[src/rtl/alu_req_arbiter.sv]
// alu_req_arbiter: shares one combinational ALU between two requesters.
// A round-robin arbiter accepts one operation at a time, drives the ALU from
// latched operands, captures the result and flags, and returns them on a
// valid/ready response channel.
// Ports:
//   clk, rst                       clock, asynchronous active-high reset
//   req{0,1}_valid/_ready          request handshake (ready is combinational)
//   req{0,1}_A/_B/_opcode          request payload
//   alu_A/alu_B/alu_opcode         to the ALU, from latched registers
//   alu_result/alu_flags           from the ALU ({V,C,Z,P})
//   rsp_valid/rsp_ready            response handshake
//   rsp_id/rsp_result/rsp_flags    response payload
//   busy                           operation in flight (EXEC or RESP)
//   op_cnt                         completed responses, wrapping
module alu_req_arbiter #(
    parameter int unsigned DATA_WIDTH   = 8,
    parameter int unsigned OPCODE_WIDTH = 4,
    parameter int unsigned CNT_WIDTH    = 16
) (
    input  logic                    clk,
    input  logic                    rst,
    input  logic                    req0_valid,
    output logic                    req0_ready,
    input  logic [DATA_WIDTH-1:0]   req0_A,
    input  logic [DATA_WIDTH-1:0]   req0_B,
    input  logic [OPCODE_WIDTH-1:0] req0_opcode,
    input  logic                    req1_valid,
    output logic                    req1_ready,
    input  logic [DATA_WIDTH-1:0]   req1_A,
    input  logic [DATA_WIDTH-1:0]   req1_B,
    input  logic [OPCODE_WIDTH-1:0] req1_opcode,
    output logic [DATA_WIDTH-1:0]   alu_A,
    output logic [DATA_WIDTH-1:0]   alu_B,
    output logic [OPCODE_WIDTH-1:0] alu_opcode,
    input  logic [DATA_WIDTH-1:0]   alu_result,
    input  logic [3:0]              alu_flags,
    output logic                    rsp_valid,
    input  logic                    rsp_ready,
    output logic                    rsp_id,
    output logic [DATA_WIDTH-1:0]   rsp_result,
    output logic [3:0]              rsp_flags,
    output logic                    busy,
    output logic [CNT_WIDTH-1:0]    op_cnt
);

    localparam int unsigned FLAG_WIDTH = 4;

    typedef enum logic [1:0] {
        ST_IDLE = 2'd0,
        ST_EXEC = 2'd1,
        ST_RESP = 2'd2
    } state_e;

    state_e                  state_q, state_d;
    logic [DATA_WIDTH-1:0]   a_q, a_d;
    logic [DATA_WIDTH-1:0]   b_q, b_d;
    logic [OPCODE_WIDTH-1:0] op_q, op_d;
    logic                    id_q, id_d;
    logic                    last_grant_q, last_grant_d;
    logic [DATA_WIDTH-1:0]   result_q, result_d;
    logic [FLAG_WIDTH-1:0]   flags_q, flags_d;
    logic [CNT_WIDTH-1:0]    cnt_q, cnt_d;
    logic                    grant_id;
    logic                    any_valid;

    // Round-robin pick: on contention the requester not granted last wins.
    always_comb begin
        any_valid = req0_valid | req1_valid;
        if (req0_valid && req1_valid) begin
            grant_id = ~last_grant_q;
        end else begin
            grant_id = req1_valid;
        end
    end

    // Next-state and handshake logic.
    always_comb begin
        state_d      = state_q;
        a_d          = a_q;
        b_d          = b_q;
        op_d         = op_q;
        id_d         = id_q;
        last_grant_d = last_grant_q;
        result_d     = result_q;
        flags_d      = flags_q;
        cnt_d        = cnt_q;
        req0_ready   = 1'b0;
        req1_ready   = 1'b0;
        case (state_q)
            ST_IDLE: begin
                // Ready goes only to a valid winner, so any valid means accept.
                if (any_valid) begin
                    req0_ready   = ~grant_id;
                    req1_ready   = grant_id;
                    a_d          = grant_id ? req1_A : req0_A;
                    b_d          = grant_id ? req1_B : req0_B;
                    op_d         = grant_id ? req1_opcode : req0_opcode;
                    id_d         = grant_id;
                    last_grant_d = grant_id;
                    state_d      = ST_EXEC;
                end
            end
            ST_EXEC: begin
                result_d = alu_result;
                flags_d  = alu_flags;
                state_d  = ST_RESP;
            end
            ST_RESP: begin
                if (rsp_ready) begin
                    cnt_d   = cnt_q + CNT_WIDTH'(1);
                    state_d = ST_IDLE;
                end
            end
            default: state_d = ST_IDLE;
        endcase
    end

    // State and datapath registers.
    always_ff @(posedge clk or posedge rst) begin
        if (rst) begin
            state_q      <= ST_IDLE;
            a_q          <= '0;
            b_q          <= '0;
            op_q         <= '0;
            id_q         <= 1'b0;
            last_grant_q <= 1'b1;
            result_q     <= '0;
            flags_q      <= '0;
            cnt_q        <= '0;
        end else begin
            state_q      <= state_d;
            a_q          <= a_d;
            b_q          <= b_d;
            op_q         <= op_d;
            id_q         <= id_d;
            last_grant_q <= last_grant_d;
            result_q     <= result_d;
            flags_q      <= flags_d;
            cnt_q        <= cnt_d;
        end
    end

    assign alu_A      = a_q;
    assign alu_B      = b_q;
    assign alu_opcode = op_q;
    assign rsp_valid  = (state_q == ST_RESP);
    assign rsp_id     = id_q;
    assign rsp_result = result_q;
    assign rsp_flags  = flags_q;
    assign busy       = (state_q != ST_IDLE);
    assign op_cnt     = cnt_q;

endmodule
[config.mk]
export PLATFORM = sky130hd
export DESIGN_NAME = alu_req_arbiter
export DESIGN_NICKNAME = d
export VERILOG_FILES = /design/src/rtl/alu_req_arbiter.sv
export SDC_FILE = /design/constraint.sdc
export NUM_CORES = 1
export LEC_CHECK = 0
export CORE_MARGIN = 4
export CORE_UTILIZATION = 36
export DETAILED_ROUTE_END_ITERATION = 12
export PLACE_DENSITY = 0.76
export SLEW_MARGIN = 20
export SYNTH_ARGS = -nofsm -noshare
export SYNTH_HDL_FRONTEND = slang
export SYNTH_SLANG_ARGS = --single-unit
[constraint.sdc]
create_clock -name clk -period 1.6 [get_ports clk]
set_input_delay 0.24 -clock clk [delete_from_list [all_inputs] [get_ports clk]]
set_output_delay 0.24 -clock clk [all_outputs]
set_load 0.05 [all_outputs]
### After elaboration in Yosys (flattened, before gate mapping)

Cells that the tools add are included.

| storage, ports and cells | value |
|---|---|
| flip-flop bits (word level) | 52 |
| output and inout port bits | 53 |

| operators by class | value |
|---|---|
| reduce and logical (&&, ||, !) cells | 6 |
| add/subtract/negate cells | 1 |
| mux-type cells | 11 |
| equality and inequality tests | 4 |
| bitwise gates (word level) | 3 |

Operators by type and width:

| cell | number |
|---|---|
| $add 16x1->16 const B | 1 |
| $mux 8 | 2 |
| $pmux 2 s3 | 1 |
| $reduce_and 2->1 | 3 |
| $mux 1 | 5 |
| $mux 2 | 2 |
| $mux 4 | 1 |
| $eq 2x1->1 const B | 1 |
| $eq 2x2->1 const B | 1 |
| $logic_not 2->1 | 1 |
| $ne 2x1->1 const B | 1 |
| $ne 2x2->1 const B | 1 |
| $not 1->1 | 2 |
| $reduce_bool 2->1 | 1 |
| $logic_and 1x1->1 | 1 |
| $or 1x1->1 | 1 |

### Depth between registers and ports, before layout

Gate-level depths: netlist of run 1.

| depth | value |
|---|---|
| depth in word-level cells | 5 |
| gate-level depth with buffers | 6 |
| mapped depth without buffers | 5 |

### Worst setup path before layout of run 1

OpenSTA, ideal clock, no wires.

| path | value |
|---|---|
| path type | reg-to-reg |
| from | register cnt_q[0] (netlist: op_cnt[0]) |
| to | register cnt_q[14] (netlist: op_cnt[14]) |
| stages on the path, launching flop included | 6 |
| buffers on the path | 0 |
| arrival | 1549 ps |
| path slack | -90 ps |
| path through | dfrtp_1 -> ha_1 -> nand2_1 -> nor3_4 -> nand4_1 -> xnor2_1 |

| between the ends | value |
|---|---|
| cells in the longest elaborated chain, start to end | 1 |

Ends and longest elaborated chain:

| what | line | text |
|---|---|---|
| start: declaration | 62 | `logic [CNT_WIDTH-1:0] cnt_q, cnt_d;` |
| start signal: assignment | 139 | `cnt_q <= cnt_d;` |
| $add 16x1->16 | 110 | `cnt_d = cnt_q + CNT_WIDTH'(1);` |

Every way passes these cells.
A chain may end at the register's enable or synchronous reset.

### Worst setup path after layout of run 1

| path | value |
|---|---|
| from | register last_grant_q |
| to | output req0_ready |

| between the ends | value |
|---|---|
| cells in the longest elaborated chain, start to end | 5 |

Ends and longest elaborated chain:

| what | line | text |
|---|---|---|
| start: declaration | 59 | `logic last_grant_q, last_grant_d;` |
| start signal: assignment | 136 | `last_grant_q <= last_grant_d;` |
| $not 1->1 | 70 | `grant_id = ~last_grant_q;` |
| $mux 1 | 69 | `if (req0_valid && req1_valid) begin` |
| $not 1->1 | 93 | `req0_ready = ~grant_id;` |
| $mux 1 | 92 | `if (any_valid) begin` |
| $mux 1 | 89 | `case (state_q)` |
| end: declaration | 23 | `output logic req0_ready,` |

Every way passes these cells.

==> results of run 1 <==
[state kept, by name, indices dropped and copies added, names as in the netlist]
name,flops
op_cnt,16
rsp_result,8
alu_A,8
rsp_flags,4
last_grant_q,1
alu_B,8
rsp_id,1
alu_opcode,4
state_q,2
[metrics by stage]
stage	hold WS [ns]	util (%)
3_5_place_dp	0.470	57.1
3_3_place_gp	0.465	57.1
2_1_floorplan	0.347	-
4_1_cts	0.302	59.1
5_1_grt	0.311	59.1
6_report	0.292	59.1
[worst reg2reg max path, stage by stage (launching register included)]
cell and delay (ns):
dfrtp_2 0.39, buf_4 0.13, nand4b_4 0.16, nor4_4 0.38, nand3_1 0.14, xnor2_1 0.14
[layer usage]
| layer | routed length [µm] | GRT usage, % | up-vias |
|---|---|---|---|
| li1 | - | - | 857 |
| met3 | 477 | 5.13 | 6 |
| met1 | 2160 | 18.3 | 893 |
| met5 | 0 | 0 | - |
| met4 | 68 | 4.11 | 0 |
| met2 | 2860 | 26.5 | 67 |
[power groups by stage]
stage / logic [mW] / registers (mW) / clock network [mW]
after floorplan: 1.22 / 3.81 / 0
after global placement: 4.22 / 2.18 / 0
after detailed placement: 4.28 / 2.20 / 0
after CTS: 4.36 / 2.18 / 0.797
after global routing: 4.54 / 2.25 / 0.866
final: 4.30 / 2.18 / 0.763
[worst max-delay path by stage]
stage,slack (ns),end,cells past startpoint
after global placement,-0.12,op_cnt[15],5
after detailed placement,-0.17,op_cnt[15],5
after floorplan,-0.008,op_cnt[0],1
after CTS,0.04,req0_ready,3
final,0.06,req0_ready,3
after global routing,0.003,req0_ready,3
[cells by family after synthesis]
logic type / count (synthesis) / share of synthesized area [%]
simple gates: 34 / 10.6
fa+ha+maj: 1 / 0.567
flops: 52 / 59.0
compound gates: 25 / 10.2
mux: 16 / 7.99
xor+xnor: 15 / 5.95
buf+inv: 28 / 5.67
[placed cells by master (no fill, tap or decap), drive strengths merged, types with 4 or more instances in the layout]
master,count
xnor2,10
mux2,13
inv,21
clkbuf,8
buf,69
xor2,5
and3,4
nand2,7
nand3,8
a222oi,17
o21ai,5
dfrtp,51
clkdlybuf4s50,56
[layout make-up]
class	count	area, µm²
repair buffers	125	1130
clock buffers	8	90.1
fillers	516	2420
well taps	75	93.8
multi-input cells	92	795
flip-flops and latches	52	1310
inverters	21	78.8
[timing repair]
action / 4_1_cts / 5_1_grt
resized for setup: 3 / 0
setup endpoints to repair: 2 / 0
buffers inserted: 4 / 0
==> impl.org, run 1 <==
** Floorplanning
- In this run the horizontal extent of the chip is roughly 86 µm.
- Die footprint :: 0.00745 mm²
- Row generation in the floorplan step produced 28 rows.
- After floorplanning, the core was sized to cover 0.00592 mm².
- Die Y :: 86.3 µm
- 110 I/O pins were placed.
- Starting density of the core :: 37.3%

** Cells and area
- Syn-to-layout area delta :: 58.5%
- After the last flow step, the layout net total stands at 355.
- The number of antenna diodes in the final layout is 0.
- Fraction of final layout cells sized beyond drive strength 1 :: 36.6%
- Once layout is complete, the cells apart from fillers number between 300 and 400.
- Final cell area excluding filler cells :: roughly 0.0035 mm²

** Synthesis
- Number of instances in the synthesized netlist :: 171
- In this run the biggest area consumer among cell types represents 57.8% of the synthesized area.
- In this run the cell area of the synthesized design comes to approximately 0.0022 mm².
- Of all cell types, the one taking the most synthesized area is dfrtp_1.
- Flip-flop and latch count after synthesis :: 52
- Mean instance size in the synthesized netlist :: 12.9 µm²
- Seq/Total Area, Yosys :: 59.0%
- Top flip-flop cell by instance count after synthesis :: dfrtp_1
- Ranking of synthesized cells by area :: dfrtp_1 58%, a222oi_1 7.7%, mux2_2 6.6%
- Synthesis produced a netlist with a net count of ~230.
- Ys Warns :: 0
- Most frequent cells after synthesis :: 51 x dfrtp_1, 21 x inv_1, 17 x a222oi_1
- In this run, distinct cell masters in the synthesized netlist total 30.
- Yosys instantiated no cell more often than dfrtp_1.
- For this run, asynchronously set or reset flops after synthesis account for 100%.
- Counting flops with a built-in enable in the synthesized netlist gives 0.

** Power and ir drop
- In this run switching power makes up 47.8% of total power.
- The design draws 7.24 mW.
- Combinational cells account for 59.4% of the total power.
- Clock Power Share :: 10.5%
- The internal power of the cells totals 3.78 mW.
- Summed over all nets, the switching power comes to 3.46 mW.
- Across the VDD grid, the largest voltage drop is 1.52 mV.
- Leakage power summed over all cells :: 1.71 nW
- Share of power burned in registers :: 30.1%
- Power per unit of standard cell area :: 2070 mW/mm²

** STA
- For the pin with the worst max-slew slack, the measured transition is 0.290 ns.
- Highest achievable clock rate :: approximately 650 MHz
- Worst rel slew slack :: 80.5%
- Minimum clock period after layout :: between 1.5 and 2 ns
- Summed over all failing endpoints, the final setup total negative slack is 0 ns.
- Period utilization :: 96.5%
- The worst path meets setup with 0.0555 ns of slack.
- Finish-stage setup viols :: 0
- Setup repair after global routing left no endpoint under its margin.
- Final hold viol count :: 0
- The final number of max-transition violations was 0.
- Worst setup skew after layout :: 0.00608 ns

** Placement
- OpenSTA, run right after detailed placement, puts the worst setup slack at -0.167 ns.
- HPWL after detailed placement :: 4010 µm
- The count of buffers added on input and output ports is around 110.
- Placer congestion estimate :: 0.767
- Counting tap cells, the placed design contains a total of 361 instances.
- Placed cell areas :: 0.00338 mm²

** Worst setup path
- The largest individual stage delay along the critical path comes from the cell dfstp_2.
- The worst setup path is captured at a primary output.
- Critical-path maximum fanout :: 3
- STA classifies the critical path startpoint as a flop.
- The worst register-to-register path begins at state_q[1].
- Data arrives at the worst endpoint at 1.30 ns.
- Cell depth of the worst flop-to-flop path :: 5
- Tracing the worst setup path back leads to its startpoint at last_grant_q.
- Crit path buf inv count :: 1
- At the worst endpoint, the required time is 1.36 ns.
- The setup path with the least slack is of type reg -> out.
- CP Cell Sequence :: nand2b_1 > and3_4 > buf_12
- Across all register-to-register paths, the minimum setup slack is 0.14 ns.
- Among cell families on the critical path, the largest total delay comes from flip-flops.
- In this design, the stage delay of the slowest critical-path cell is 0.56 ns.
- Reg-to-reg critical path endpoint :: op_cnt[15]

** Drt
- Dividing the detail-routed wire length by the instance count gives 14.9 µm.
- Total length of routed wires :: 5570 µm
- After detailed routing, the number of remaining DRC violations is 0.
- The detail route stage leaves a number of antenna-violating nets equal to 0.
- For this run, the detailed router's first-pass iteration total came to 4.
- Vias :: about 1,800
- After detailed routing, the number of vias per cell comes to 4.89.
- DRT iter0 DRCs :: 87

** Global route
- Largest net degree at the start of global routing :: 53
- First-pass GRT wire length :: 9030 µm
- The via count of the first global-routing pass is between 1,500 and 2,000.
- Global routing consumed, over all layers together, 15.3% of the routing resources.
- Number of antenna violations at the first check in global routing :: 0
- Total grt overflow :: 0

** Clock network
- The clock reaches the later pin of the worst-skew pair after 0.30 ns.
- CTS built an H-tree with a depth of 2.
- CTS clock-pin slew for the worst setup and hold paths :: 0.09 ns
- In this run, CTS created clock tree buffers numbering 5.
- For this design, the sink count on the clock tree is 52.
- No sink is reached through more buffers than the 2 on the longest clock path.
- Clock tree from TritonCTS :: done
- CTS Root Cell :: clkbuf_8
- Count of hold buffers inserted by post-cts repair :: 0

** Run
- Count of max-cap constraint violations :: 0

** Worst hold path
- Hold Path Class :: in -> async

** Outcome
- Status :: complete, no violations
Power figures use the tool's default switching activity.
==> inputs of run 2 (changes only) <==
Settings changed: ABC_CLOCK_PERIOD_IN_PS set to 1620, CORE_ASPECT_RATIO set to 2, CORE_UTILIZATION 36 to 40, PLACE_DENSITY 0.76 to 0.8.
Clock period 1.6 ns to 1.62 ns, I/O delays scaled along.
==> run 2 against run 1 <==
Non-clock buffer count down 1. Register-to-register slack better by 0.03 ns. Sequential power about the same. Worst setup slack better by 0.0035 ns. Cell area down 0.32%. Largest cell class unchanged. Utilization up 5.8 points. First-iteration DRC count up 6.9%. Global-route usage up 1.1 points.
==> impl.org, run 2 (synthesized netlist as in run 1, its figures left out) <==
** Floorplanning
- Die Y :: 113 µm (+31%)
- Boundary Pins :: 110 (unchanged)
- Chip width :: 60.5 µm (-30%)
- Die footprint :: 0.00684 mm² (-8.1%)
- Core Region :: 0.00537 mm² (-9.3%)
- The starting density of the core came to 41.1% (+3.8 points).
- Row Count :: 38 (+36%)

** Power and ir drop
- The net switching power was 3.40 mW (-1.7%).
- The static leakage power was 1.71 nW (about the same).
- The worst voltage drop across the vdd grid was 1.47 mV (-3.2%).
- The combinational share of power came to 59.1% (-0.3 points).
- The portion of total power attributed to the clock network is 10.5% (about the same).
- Power per unit of standard cell area :: 2040 mW/mm² (-1.3%)
- The relative contribution of sequential cells to total power is 30.3% (+0.2 points).
- Switching power as a share of total power :: 47.8% (about the same)
- The internal power consumption came to 3.72 mW (-1.6%).

** Cells and area
- Number of flip-flops in the largest register :: 16 (unchanged)
- The top cell types in the final layout, fill and taps aside, are 62 x buf_4, 56 x clkdlybuf4s50_1, 44 x dfrtp_1.
- Final cell area excluding filler cells :: 0.00349 mm² (-0.32%)
- Syn-to-layout area delta :: 58.0%
- # diodes :: 0 (unchanged)
- Fraction of final layout cells sized beyond drive strength 1 :: 35.8% (-0.77 points)
- The library cell used most frequently in the layout, excluding fill and tap cells, is buf_4.
- Finished Core Util :: 64.9% (+5.8 points)
- # nets final :: 353 (-0.56%)

** STA
- The least setup slack across all paths after layout is 0.0590 ns (+0.00348 ns).
- Setup repair after global routing missed its margin :: no
- Worst rel slew slack :: 76.5% (-4.0 points)
- The final number of hold-violating endpoints is 0 (unchanged).
- The final critical path takes up around 96% of the cycle.
- Minimum clock period after layout :: 1.56 ns
- The measured slew at the worst slew-check pin came to 0.353 ns (+0.0623 ns).
- Highest achievable clock rate :: 641 MHz
- The setup clock skew after layout was 0.00814 ns (+0.00207 ns).
- Finish-stage setup viols :: 0 (unchanged)
- The smallest hold slack came to 0.304 ns (+0.0120 ns).
- The final number of max-transition violations was 0 (unchanged).

** Clock network
- Clock insertion delay at the later pin of the skew report :: 0.30 ns (about the same)
- Clock tree from TritonCTS :: done
- Number of buffers created by CTS :: 5 (unchanged)
- Htree depth :: 2 (unchanged)
- CTS Root Cell :: clkbuf_8
- The clock-pin slew on the worst setup and hold paths was 0.09 ns (about the same).
- The total clock sinks came to 52 (unchanged).
- Count of hold buffers inserted by post-cts repair :: 0 (unchanged)
- Maximum count of clock buffers along a single path :: 2 (unchanged)

** Worst setup path
- Critical-path maximum fanout :: 3 (unchanged)
- Required time of the worst setup path :: 1.38 ns (+0.02 ns)
- CP max stage delay :: 0.56 ns (about the same)
- Worst endpoint data arrival time :: 1.32 ns (+0.02 ns)
- Walking the worst path, the cells encountered are nand2b_1 > and3_4 > buf_12.
- Crit path buf inv count :: 1 (unchanged)
- Crit end category :: primary output
- The worst register-to-register path begins at state_q[0].
- Grouping stages by cell kind, the critical path spends the most delay in flip-flops.
- STA classifies the critical path startpoint as a flop.
- The worst reg-to-reg path cell count was 4 (-1).
- The minimum setup slack among reg-to-reg paths came to 0.17 ns (+0.03 ns).
- The worst register-to-register path ends at op_cnt[13].
- Critical setup path kind :: reg -> out
- Among all stages on the critical path, the largest delay is contributed by dfstp_2.

** Drt
- Final routed wire length divided by cell count :: 15.5 µm (+3.6%)
- The total wire length is 5510 µm (-1.1%).
- First-pass iteration count of the detailed router :: 5 (+1)
- The ratio of routed vias to standard cells came to 5.09 (+4.2%).
- The total via count after detailed routing came to 1,813 (-0.55%).
- The number of DRC markers after the initial detailed-route iteration is 93 (+6.9%).
- Total DRC errors in the routed layout :: 0 (unchanged)
- Final ANT Viol Nets :: 0 (unchanged)

** Outcome
- Status :: complete, no violations

** Placement
- HPWL after detailed placement :: 4330 µm (+7.9%)
- The routability congestion estimate is 0.776 (+1.3%).
- Count of buffers from port buffering :: 109 (unchanged)
- The worst slack at placement came to -0.140 ns (+0.0266 ns).
- Placed cell areas :: 0.00338 mm² (about the same)

** Run
- Count of max-cap constraint violations :: 0 (unchanged)

** Worst hold path
- The tightest min-delay check is of the in -> async type.

** Global route
- First-pass GRT wire length :: 8360 µm (-7.5%)
- Total grt overflow :: 0 (unchanged)
- The total global-route track usage is 16.4% (+1.1 points).
- The via count of the first global-routing pass came to 1,836 (-0.22%).
- Number of antenna violations at the first check in global routing :: 0 (unchanged)
- Largest net degree at the start of global routing :: 29 (-45%)
==> run 2: cell count changes in the layout (fill, tap and decap cells not counted) <==
cell,before,now
and2_4,1,0
buf_12,4,6
buf_4,65,62
dfrtp_2,8,7
dfrtp_1,43,44
==> run 2: final cells by class <==
| cell class | count | area, µm² |
|---|---|---|
| fillers | 414 | 1890 |
| clock buffers | 8 | 90.1 |
| well taps | 60 | 75.1 |
| multi-input cells | 91 | 786 |
| inverters | 21 | 78.8 |
| flip-flops and latches | 52 | 1310 |
| repair buffers | 124 | 1150 |
==> run 2: tightest hold or removal path: cells and delay by family <==
kind	cells	cell delay [ns]
buffers and inverters	3	0.76
==> run 2: per-layer routing <==
layer	global-route usage, %	share of wire (%)	routed length, µm	vias up
met3	4.79	6.8	374	11
met5	0	0	0	-
met4	6.80	2.7	147	0
met2	29.9	57	3160	70
met1	16.4	33	1820	874
li1	-	-	-	858
==> run 2: stage by stage <==
step / TNS (ns) / instances / total power, mW
after floorplan: 0 / 171 / 4.96
after global placement: -0.244 / 347 / 6.35
after detailed placement: -0.834 / 347 / 6.42
after CTS: 0 / 356 / 7.20
after global routing: 0 / 356 / 7.50
final: 0 / 356 / 7.12
==> run 2: worst max-delay path by stage <==
| stage | slack [ns] | depth (start not counted) | to | from |
|---|---|---|---|---|
| floorplan | 0.009 | 1 | op_cnt[0] | rst |
| global placement | -0.08 | 5 | op_cnt[15] | rsp_ready |
| detailed placement | -0.14 | 5 | op_cnt[13] | rsp_ready |
| CTS | 0.01 | 3 | req0_ready | state_q[1] |
| global route | 0.004 | 3 | req0_ready | last_grant_q |
| finish | 0.06 | 3 | req0_ready | last_grant_q |
==> run 2: repair_timing <==
item / CTS / global route
pin swaps: 1 / 0
endpoints found under the setup margin: 2 / 2
gates resized for setup: 1 / 1
hold endpoints to repair: 0 / 0
setup buffers: 1 / 0
==> run 2: power groups by stage <==
stage	registers (mW)	clock network, mW	logic, mW
after floorplan	3.76	0	1.20
after global placement	2.16	0	4.19
after detailed placement	2.18	0	4.24
after CTS	2.16	0.785	4.26
after global routing	2.24	0.836	4.43
final	2.16	0.750	4.21
